## src/rtl/fetch_unit.sv

```systemverilog
// fetch_unit -- instruction-fetch stage of the pipelined MIPS datapath.
//
// Owns the program counter and drives the instruction-memory request.
// Presents the fetched word, its PC and PC+4 to the IF/ID register.
// Accepts taken branch/jump redirects and a halt seen at write-back.
// While a miss is outstanding, the memory address is held stable.
//
// Ports:
//   CLK, nRST            clock, asynchronous active-low reset
//   ihit, imemload       memory data valid / instruction word
//   imemREN, imemaddr    memory read request / address (always the PC)
//   freeze               hazard stall: hold PC, do not consume the word
//   redirect,redirect_pc taken branch/jump and its target
//   halt                 halt observed at write-back
//   instruction_out, pc_out, npc_out   IF/ID payload
//   valid_out            payload is a usable fetch this cycle
//   flush_out            redirect accepted this cycle, IF/ID must flush
//   fetch_count          instructions consumed since reset
module fetch_unit #(
  parameter logic [31:0] PC_INIT = 32'h0000_0000
) (
  input  logic        CLK,
  input  logic        nRST,
  input  logic        ihit,
  input  logic [31:0] imemload,
  output logic        imemREN,
  output logic [31:0] imemaddr,
  input  logic        freeze,
  input  logic        redirect,
  input  logic [31:0] redirect_pc,
  input  logic        halt,
  output logic [31:0] instruction_out,
  output logic [31:0] pc_out,
  output logic [31:0] npc_out,
  output logic        valid_out,
  output logic        flush_out,
  output logic [31:0] fetch_count
);

  typedef enum logic [1:0] {
    FETCH  = 2'd0,
    DRAIN  = 2'd1,
    HALTED = 2'd2
  } state_t;

  state_t      state_q;
  logic [31:0] pc_q;
  logic [31:0] pending_pc_q;
  logic        halt_pend_q;
  logic [31:0] fetch_count_q;
  logic [31:0] target_d;

  // Targets are forced onto a word boundary.
  assign target_d = redirect_pc & 32'hFFFF_FFFC;

  assign imemaddr        = pc_q;
  assign imemREN         = (state_q != HALTED);
  assign instruction_out = imemload;
  assign pc_out          = pc_q;
  assign npc_out         = pc_q + 32'd4;
  assign fetch_count     = fetch_count_q;
  assign valid_out       = ihit & (state_q == FETCH) & ~redirect;
  // In FETCH a halt outranks the redirect, so the redirect is not taken.
  assign flush_out       = redirect & (((state_q == FETCH) & ~halt) | (state_q == DRAIN));

  always_ff @(posedge CLK or negedge nRST) begin
    if (!nRST) begin
      state_q       <= FETCH;
      pc_q          <= PC_INIT;
      pending_pc_q  <= 32'd0;
      halt_pend_q   <= 1'b0;
      fetch_count_q <= 32'd0;
    end else begin
      case (state_q)
        FETCH: begin
          if (halt) begin
            if (ihit) begin
              state_q <= HALTED;
            end else begin
              // Outstanding miss must complete before stopping.
              state_q     <= DRAIN;
              halt_pend_q <= 1'b1;
            end
          end else if (redirect) begin
            if (ihit) begin
              pc_q <= target_d;
            end else begin
              // Keep the address stable until the in-flight miss returns.
              pending_pc_q <= target_d;
              state_q      <= DRAIN;
            end
          end else if (ihit && !freeze) begin
            pc_q          <= pc_q + 32'd4;
            fetch_count_q <= fetch_count_q + 32'd1;
          end
        end
        DRAIN: begin
          if (redirect) pending_pc_q <= target_d;
          if (halt) halt_pend_q <= 1'b1;
          if (ihit) begin
            // Returned data belongs to a squashed address and is dropped.
            if (halt_pend_q || halt) begin
              state_q <= HALTED;
            end else begin
              pc_q    <= redirect ? target_d : pending_pc_q;
              state_q <= FETCH;
            end
          end
        end
        HALTED: begin
        end
        default: state_q <= FETCH;
      endcase
    end
  end

endmodule

```

## config.mk

```make
export PLATFORM = sky130hd
export DESIGN_NAME = fetch_unit
export DESIGN_NICKNAME = d
export VERILOG_FILES = /design/src/rtl/fetch_unit.sv
export SDC_FILE = /design/constraint.sdc
export NUM_CORES = 1
export LEC_CHECK = 0
export BUFFER_PORTS_ARGS = -buffer_cell sky130_fd_sc_hd__buf_4
export CAP_MARGIN = 20
export CORE_MARGIN = 2
export CORE_UTILIZATION = 45
export CTS_CLUSTER_SIZE = 12
export DETAILED_ROUTE_END_ITERATION = 10
export PLACE_DENSITY_LB_ADDON = 0.25
export SYNTH_ARGS = -nofsm -noshare
export SYNTH_HDL_FRONTEND = slang
export SYNTH_SLANG_ARGS = --single-unit
export TNS_END_PERCENT = 30
```

## constraint.sdc

```tcl
create_clock -name CLK -period 1.8 [get_ports CLK]
set_input_delay 0.18 -clock CLK [delete_from_list [all_inputs] [get_ports CLK]]
set_output_delay 0.18 -clock CLK [all_outputs]
set_load 0.01 [all_outputs]
```

==> impl_metrics.py, run 1 <==
metrics = {
    "critical_path": {
        "crit_fanout": 4,
        "crit_chain": "ha_4, nand4_4, or3_4, or3_4, xnor2_2, buf_4",
        "path_buf_inv": 1,
        "crit_top_cell": "or3_4",
        "cp_top_family": "simple AND/OR/NAND/NOR gates",
        "critPathSlowestCell": "dfrtp_2",
        "slowest_delay_ns": 0.40,
        "path_class": "register to output pin",
        "end_kind": "output pin",
        "cp_data_arrival_time_ns": 2.03,
        "worst_setup_path_start_kind": "register",
        "critPathRequiredTime_ns": 1.62,
    },
    "timing": {
        "worst_slew_pin_slew_ns": 0.547,
        "period_share": 1.23,
        "fmax_ghz": 0.453,
        "setup_ws_ns": -0.409,
        "setup_violations": 26,
        "final.setup_skew_ns": 0.00500,
        "rsz0062_at_grt": "true",
        "slew_headroom": 0.636,
        "slew_viol_final": 0,
        "hold_viol": 0,
        "post-route-min-period_ns": 2.21,
        "fin_setup_tns_ns": -6.74,
    },
    "clock_network": {
        "clk_latency_ns": 0.35,
        "cts_root_buf": "clkbuf_16",
        "cts_tree": "built",
        "ctsHtreeMaxLevel": 3,
        "cts_sinks": 99,
        "cts_made_buffers": 9,
        "cts_max_path_buffers": 2,
        "path_clk_slew_ns": 0.07,
    },
    "yosys": {
        "synth-edff-count": 0,
        "syn_avg_cell_area_um2": 9.73,
        "synth-seq-cells": 99,
        "yosysSeqAreaShare": 0.425,
        "async_flop_share": 1.00,
        "syn_inst": 600,
        "synthTopCellsByArea": "dfrtp_1, buf_4, mux2_2",
        "syn_nets": 672,
        "post-synth-top-count-cell": "dfrtp_1",
        "synth_common_cells": "dfrtp_1, buf_4, nand2_1, nor2_1, o21ai_0",
        "ys.flop_type": "dfrtp_1",
        "synth.largest_area_cell": "dfrtp_1",
        "syn-cell-area_um2": 5840,
        "synth_cell_types": 53,
        "yosysWarningCount": 0,
        "synth.top_cell.area_share": 0.425,
    },
    "min_path": {
        "min_path_type": "input pin to register",
    },
    "power_and_ir_drop": {
        "power_w": 0.0107,
        "p_leak_nw": 3.80,
        "seq_power_share": 0.327,
        "switching_power_w": 0.00389,
        "ir_worst_vdd_uv": 533,
        "switching_share": 0.364,
        "p_per_area_nw_per_um2": 1360,
        "p_int_w": 0.00680,
        "pwr-share-comb": 0.488,
        "clockPowerShare": 0.185,
    },
    "global_route": {
        "antenna_found_initial": 0,
        "grtUsageTotal": 0.227,
        "grt_start_max_net_pins": 53,
        "grt_pass1_vias": 5055,
        "gr-total-overflow": 0,
        "grt_pass1_wl_mm": 25.5,
    },
    "finish": {
        "drive_above_1_share": 0.448,
        "n_antenna_cell": 0,
        "fin_nets": 837,
        "area.growth.synth_to_final_pct": 34.7,
    },
    "run": {
        "maxCapViolations": 0,
    },
    "drt": {
        "viasPerCell": 5.47,
        "antenna_left": 0,
        "drc_errors": 0,
        "wl_met1_mm": 6.73,
        "dr_wl_met3_mm": 1.07,
        "drt-total-wl_mm": 16.0,
        "top_layer": "met4",
        "wire_per_inst_um": 17.0,
        "drt-pass1-iter-count": 6,
        "dr_wl_met2_mm": 7.88,
        "vias": 5157,
        "drt-initial-drc-count": 401,
    },
    "floorplan": {
        "die_y_um": 118,
        "die-area_um2": 13900,
        "core_um2": 12600,
        "start_util": 0.462,
        "num_rows": 41,
        "io_pins": 233,
        "die_x_um": 118,
    },
    "run_status": {
        "violations": "setup timing",
        "outcome": "finished with violations",
    },
    "place": {
        "port_buffers": 166,
        "finalWeightedCongestion": 0.876,
        "dp_hpwl_mm": 11.2,
    },
}
cell usage in the layout, fill, tap and decap left out, types with 7 or more instances in the layout:
master / count
o21ai_0: 31
nand2_1: 47
dfrtp_2: 11
nand3_1: 15
nand4_1: 13
nor2_1: 44
dfrtp_1: 88
xor2_1: 28
mux2_2: 31
clkbuf_16: 9
and3_1: 17
xnor2_1: 26
inv_1: 11
o2bb2ai_1: 12
a221oi_1: 7
a21oi_1: 24
buf_4: 239
o31a_1: 8
worst paths after layout:
check	start	endpoint	slack, ns	depth (start not counted)
max	imemaddr[2]	npc_out[24]	-0.41	6
min	ihit	state_q[0]	0.02	2
max reg2reg	imemaddr[8]	imemaddr[31]	-0.13	8
min reg2reg	pending_pc_q[1]	pending_pc_q[1]	0.49	1
max in group asynchronous	nRST	fetch_count[10]	0.78	3
min in group asynchronous	nRST	imemaddr[24]	0.36	2
flip-flops by register name, indices dropped and copies added (netlist names):
signal / count
fetch_count: 32
halt_pend_q: 1
pending_pc_q: 32
state_q: 2
imemaddr: 32
routing by layer:
layer  global-route usage  vias to the layer above
met5                    0                        -
met4               0.0866                        0
met3               0.0484                       31
met2                0.373                      189
met1                0.293                     2558
li1                     -                     2379
final cells by class:
type	count	area, um^2
fill	1108	4760
multi-input combinational	396	2860
sequential	99	2490
timing repair buffer	248	1950
clock buffer	10	229
tap	172	215
clock inverter	6	73.8
inverter	11	41.3
stage by stage:
step                      hold slack (ns)  setup slack, ns   util  area [um^2]  instances
after floorplan                    -0.116           -0.104      -         5890        600
after global placement              0.196          -0.0838  0.579         7310        910
after detailed placement            0.203          -0.0972  0.579         7310        910
after CTS                          0.0131           -0.401  0.616         7770        935
after global routing               0.0249           -0.496  0.623         7860        942
final                              0.0215           -0.409  0.623         7860        942
power by group through the flow:
| stage | Clock [W] | Sequential, W | Combinational [W] |
|---|---|---|---|
| 6_report | 0.00198 | 0.00349 | 0.00522 |
| 5_1_grt | 0.00212 | 0.00357 | 0.00558 |
| 4_1_cts | 0.00203 | 0.00347 | 0.00522 |
| 3_5_place_dp | 0 | 0.00352 | 0.00509 |
| 3_3_place_gp | 0 | 0.00347 | 0.00500 |
| 2_1_floorplan | 0 | 0.00385 | 0.00246 |
timing repair:
| action | CTS | global route |
|---|---|---|
| setup endpoints to repair | 25 | 53 |
| resized for setup | 20 | 11 |
| pin swaps | 8 | 11 |
| hold buffers | 1 | 0 |
| gates cloned | 0 | 1 |
| hold endpoints to repair | 35 | 0 |
| setup buffers | 8 | 8 |
worst register-to-register path, delay by kind of cell, from the launching register on:
kind	cells	cell delay (ns)
AO/OA/AOI/OAI	2	0.42
buffers and inverters	3	0.57
flip-flops	1	0.40
AND/OR/NAND/NOR	3	0.47
kinds of logic after synthesis:
kind of cell             after synthesis  share of synthesized area
buffers and inverters                105                      0.112
adder cells (fa/ha/maj)                2                    0.00429
flip-flops                            99                      0.425
multiplexers                          32                     0.0615
AND/OR/NAND/NOR                      193                      0.184
AO/OA/AOI/OAI                        110                      0.125
XOR/XNOR                              59                     0.0886
Note: power is estimated with default switching activity, not from simulation.
==> run 2, diff against run 1 <==
--- a/config.mk
+++ b/config.mk
@@ -12,6 +12,7 @@
 export CTS_CLUSTER_SIZE = 12
 export DETAILED_ROUTE_END_ITERATION = 10
 export PLACE_DENSITY_LB_ADDON = 0.25
+export SKIP_CTS_REPAIR_TIMING = 1
 export SYNTH_ARGS = -nofsm -noshare
 export SYNTH_HDL_FRONTEND = slang
 export SYNTH_SLANG_ARGS = --single-unit
==> run 2 against run 1 <==
The flow still finishes with violations (setup timing). Via count down 1.5%. Hold slack worse by 0.0011 ns. Die area is the same. Register-to-register slack about the same. Worst setup slack worse by 0.021 ns. Flip-flop and latch count unchanged. Clock power is essentially flat. Clock skew grew 0.00050 ns. Critical path type unchanged.
==> impl_metrics.py, run 2 (synthesized netlist as in run 1, its figures left out) <==
metrics = {
    "critical_path": {
        "rrSetupSlack_ns": -0.12,
        "r2r_start": "imemaddr[2]",
        "cp-startpoint": "imemaddr[2]",
        "worst-r2r-cell-count": 6,
        "end_kind": "output pin",
        "critPathCapture": "npc_out[24]",
        "reg2reg_to": "imemaddr[24]",
        "critPathRequiredTime_ns": 1.62,
        "cp_data_arrival_time_ns": 2.05,
        "worst_setup_path_start_kind": "register",
        "crit_fanout": 4,
        "path_class": "register to output pin",
    },
    "floorplan": {
        "num_rows": 41,
        "die_x_um": 118,
        "die_y_um": 118,
        "die-area_um2": 13900,
        "start_util": 0.462,
        "core_um2": 12600,
        "io_pins": 233,
    },
    "clock_network": {
        "ctsHtreeMaxLevel": 3,
        "path_clk_slew_ns": 0.07,
        "cts_root_buf": "clkbuf_16",
        "cts_max_path_buffers": 2,
        "clk_latency_ns": 0.36,
        "cts_sinks": 99,
        "cts_tree": "built",
        "cts_made_buffers": 9,
    },
    "finish": {
        "fin_cells": 934,
        "seqCellArea_um2": 2490,
        "design_area_um2": 7760,
        "layout_common_cells": "buf_4, dfrtp_1, nand2_1",
        "multi_input_area_um2": 2830,
        "area.growth.synth_to_final_pct": 33.1,
        "fill_cells": 1112,
        "drive_above_1_share": 0.433,
        "fin_nets": 829,
        "n_antenna_cell": 0,
        "layout_commonest_cell": "buf_4",
    },
    "drt": {
        "drt-pass1-iter-count": 5,
        "drc_errors": 0,
        "wire_per_inst_um": 16.8,
        "drt-total-wl_mm": 15.7,
        "viasPerCell": 5.44,
        "vias": 5081,
        "antenna_left": 0,
        "drt-initial-drc-count": 370,
    },
    "min_path": {
        "min_path_type": "input pin to register",
    },
    "power_and_ir_drop": {
        "switching_power_w": 0.00386,
        "clockPowerShare": 0.187,
        "switching_share": 0.364,
        "p_per_area_nw_per_um2": 1370,
        "seq_power_share": 0.329,
        "pwr-share-comb": 0.483,
        "ir_worst_vdd_uv": 523,
        "power_w": 0.0106,
        "p_leak_nw": 3.76,
        "p_int_w": 0.00676,
    },
    "global_route": {
        "grt_pass1_vias": 4968,
        "gr-total-overflow": 0,
        "grt_pass1_wl_mm": 25.1,
        "antenna_found_initial": 0,
        "grtUsageTotal": 0.223,
        "grt_start_max_net_pins": 53,
    },
    "timing": {
        "worst_hold_slack_ns": 0.0204,
        "slew_headroom": 0.632,
        "post-route-min-period_ns": 2.23,
        "fmax_ghz": 0.448,
        "slew_viol_final": 0,
        "final.setup_skew_ns": 0.00550,
        "fin_setup_tns_ns": -6.21,
        "period_share": 1.24,
        "setup_ws_ns": -0.430,
        "worst_slew_pin_slew_ns": 0.552,
        "hold_viol": 0,
        "setup_violations": 25,
        "rsz0062_at_grt": "true",
    },
    "place": {
        "port_buffers": 166,
        "placed_area_um2": 7310,
        "place_inst": 910,
        "dp_hpwl_mm": 11.2,
        "finalWeightedCongestion": 0.876,
    },
    "run": {
        "maxCapViolations": 0,
    },
    "run_status": {
        "violations": "setup timing",
        "outcome": "finished with violations",
    },
}
run 2: changes by cell type in the layout (fill, tap and decap cells not counted), sizes merged:
cell  before  now
buf      246  238
run 2: power by group through the flow:
| stage | registers (W) | logic, W | clock network (W) |
|---|---|---|---|
| 6_report | 0.00350 | 0.00513 | 0.00199 |
| 4_1_cts | 0.00348 | 0.00511 | 0.00203 |
| 5_1_grt | 0.00359 | 0.00551 | 0.00212 |
| 2_1_floorplan | 0.00385 | 0.00246 | 0 |
| 3_5_place_dp | 0.00352 | 0.00509 | 0 |
| 3_3_place_gp | 0.00347 | 0.00500 | 0 |
run 2: final cells by class:
class,count,area share
multi-input combinational,396,0.365
sequential,99,0.321
timing repair buffer,240,0.243
clock buffer,10,0.0295
tap,172,0.0277
clock inverter,6,0.00951
inverter,11,0.00532
run 2: how the worst min path moves through the flow:
stage / startpoint / endpoint / cells past startpoint
2_1_floorplan: nRST / fetch_count[0] / 0
3_3_place_gp: nRST / imemaddr[24] / 1
3_5_place_dp: nRST / imemaddr[24] / 1
4_1_cts: nRST / imemaddr[24] / 1
5_1_grt: ihit / state_q[0] / 2
6_report: ihit / state_q[0] / 2
run 2: per-stage QoR:
step,util,setup WS (ns)
after floorplan,-,-0.104
after global routing,0.615,-0.485
after global placement,0.579,-0.0838
after CTS,0.603,-0.433
after detailed placement,0.579,-0.0972
final,0.615,-0.430
run 2: critical path, stage by stage, from the launching register on:
cell     delay [ns]
dfrtp_2        0.41
ha_4           0.16
nand4_4        0.09
or3_4          0.38
or3_4          0.37
xnor2_2        0.14
buf_4          0.14
run 2: routing by layer:
layer	track usage	vias up	routed length (um)
li1	-	2366	-
met5	0	-	0
met1	0.290	2511	6730
met2	0.369	180	7710
met3	0.0480	24	1010
met4	0.0761	0	242
==> run 3, diff against run 2 <==
--- a/config.mk
+++ b/config.mk
@@ -7,10 +7,12 @@
 export LEC_CHECK = 0
 export BUFFER_PORTS_ARGS = -buffer_cell sky130_fd_sc_hd__buf_4
 export CAP_MARGIN = 20
+export CORE_ASPECT_RATIO = 0.7
 export CORE_MARGIN = 2
 export CORE_UTILIZATION = 45
 export CTS_CLUSTER_SIZE = 12
 export DETAILED_ROUTE_END_ITERATION = 10
+export GPL_ROUTABILITY_DRIVEN = 0
 export PLACE_DENSITY_LB_ADDON = 0.25
 export SKIP_CTS_REPAIR_TIMING = 1
 export SYNTH_ARGS = -nofsm -noshare
==> run 3 against run 2 <==
The flow finishes with violations (DRC, setup timing). Global-route usage up 0.81 points. Final cell count grew 0.43%. Die area is 0.11% higher. Largest power group unchanged.
==> impl_metrics.py, run 3 (synthesized netlist as in run 1, its figures left out) <==
metrics = {
    "place": {
        "dp_hpwl_mm": 12.0,
        "port_buffers": 166,
        "place_inst": 910,
        "dp_slack_ns": -0.134,
    },
    "power_and_ir_drop": {
        "power_w": 0.0108,
        "ir_worst_vdd_uv": 749,
        "switching_power_w": 0.00393,
        "p_int_w": 0.00688,
        "switching_share": 0.364,
        "p_per_area_nw_per_um2": 1360,
        "seq_power_share": 0.323,
        "clockPowerShare": 0.185,
        "p_leak_nw": 3.84,
        "pwr-share-comb": 0.493,
    },
    "drt": {
        "vias": 5111,
        "drc_errors": 17,
        "drt-total-wl_mm": 16.5,
        "drt-pass1-iter-count": 9,
        "drt-initial-drc-count": 368,
        "viasPerCell": 5.45,
        "antenna_left": 0,
        "wire_per_inst_um": 17.6,
    },
    "timing": {
        "worst_slew_pin_slew_ns": 0.602,
        "post-route-min-period_ns": 2.24,
        "slew_viol_final": 0,
        "setup_violations": 28,
        "rsz0062_at_grt": "true",
        "slew_headroom": 0.599,
        "period_share": 1.24,
        "fmax_ghz": 0.447,
        "setup_ws_ns": -0.436,
        "worst_hold_slack_ns": 0.0343,
        "hold_viol": 0,
        "fin_setup_tns_ns": -6.08,
        "final.setup_skew_ns": 0.00774,
    },
    "clock_network": {
        "cts_sinks": 99,
        "cts_root_buf": "clkbuf_16",
        "cts_tree": "built",
        "ctsHtreeMaxLevel": 3,
        "clk_latency_ns": 0.34,
        "cts_max_path_buffers": 2,
        "path_clk_slew_ns": 0.07,
        "cts_made_buffers": 9,
    },
    "finish": {
        "layout_commonest_cell": "buf_4",
        "n_antenna_cell": 0,
        "drive_above_1_share": 0.466,
        "fin_nets": 843,
        "area.growth.synth_to_final_pct": 36.4,
        "fin_cells": 938,
        "layout_common_cells": "buf_4, dfrtp_1, nand2_1",
    },
    "critical_path": {
        "path_class": "register to output pin",
        "rrSetupSlack_ns": -0.13,
        "crit_chain": "ha_4, nand4_4, or3_4, or3_4, xnor2_2, buf_4",
        "critPathRequiredTime_ns": 1.62,
        "cp_top_family": "simple AND/OR/NAND/NOR gates",
        "crit_top_cell": "or3_4",
        "critPathSlowestCell": "dfrtp_2",
        "slowest_delay_ns": 0.41,
        "critPathCapture": "npc_out[24]",
        "worst-r2r-cell-count": 6,
        "reg2reg_to": "imemaddr[24]",
        "cp-startpoint": "imemaddr[3]",
        "worst_setup_path_start_kind": "register",
        "cp.depth": 6,
        "cp_data_arrival_time_ns": 2.06,
        "end_kind": "output pin",
        "path_buf_inv": 1,
        "crit_fanout": 4,
        "r2r_start": "imemaddr[3]",
    },
    "run": {
        "maxCapViolations": 0,
    },
    "global_route": {
        "grt_pass1_vias": 5058,
        "gr-total-overflow": 0,
        "grt_start_max_net_pins": 43,
        "grtUsageTotal": 0.231,
        "grt_pass1_wl_mm": 25.8,
        "antenna_found_initial": 0,
    },
    "floorplan": {
        "num_rows": 34,
        "start_util": 0.465,
        "die-area_um2": 13900,
        "io_pins": 233,
        "die_x_um": 140,
        "core_um2": 12500,
        "die_y_um": 99.3,
    },
    "min_path": {
        "min_path_type": "input pin to register",
    },
    "run_status": {
        "outcome": "finished with violations",
        "violations": "DRC, setup timing",
    },
}
==> run 3: final cells by class <==
type,instances,area (um^2)
clock inverter,3,46.3
fill,1023,4590
clock buffer,13,260
tap,162,203
sequential,99,2490
multi-input combinational,396,2950
timing repair buffer,254,1970
inverter,11,41.3
==> run 3: worst min-delay path by stage <==
stage,cells past startpoint,start,endpoint
floorplan,0,nRST,fetch_count[0]
global placement,1,nRST,imemaddr[27]
detailed placement,1,nRST,imemaddr[27]
CTS,1,nRST,imemaddr[27]
global route,2,ihit,state_q[0]
finish,2,ihit,state_q[0]
==> run 3: routing by layer <==
| layer | share of wire | vias to the layer above | GRT usage |
|---|---|---|---|
| met1 | 0.45 | 2506 | 0.318 |
| li1 | - | 2390 | - |
| met2 | 0.47 | 197 | 0.379 |
| met3 | 0.078 | 18 | 0.0558 |
| met4 | 0.0082 | 0 | 0.0451 |
| met5 | 0 | - | 0 |
==> run 3: power groups by stage <==
| stage | sequential (W) | clock (W) | combinational (W) |
|---|---|---|---|
| detailed placement | 0.00350 | 0 | 0.00519 |
| finish | 0.00349 | 0.00200 | 0.00532 |
| CTS | 0.00347 | 0.00203 | 0.00521 |
| floorplan | 0.00385 | 0 | 0.00246 |
| global route | 0.00356 | 0.00213 | 0.00571 |
| global placement | 0.00345 | 0 | 0.00507 |
==> run 3: through the flow <==
| step | cell area [um^2] | util |
|---|---|---|
| floorplan | 5890 | - |
| detailed placement | 7360 | 0.587 |
| global route | 7960 | 0.634 |
| finish | 7960 | 0.634 |
| global placement | 7360 | 0.587 |
| CTS | 7670 | 0.611 |
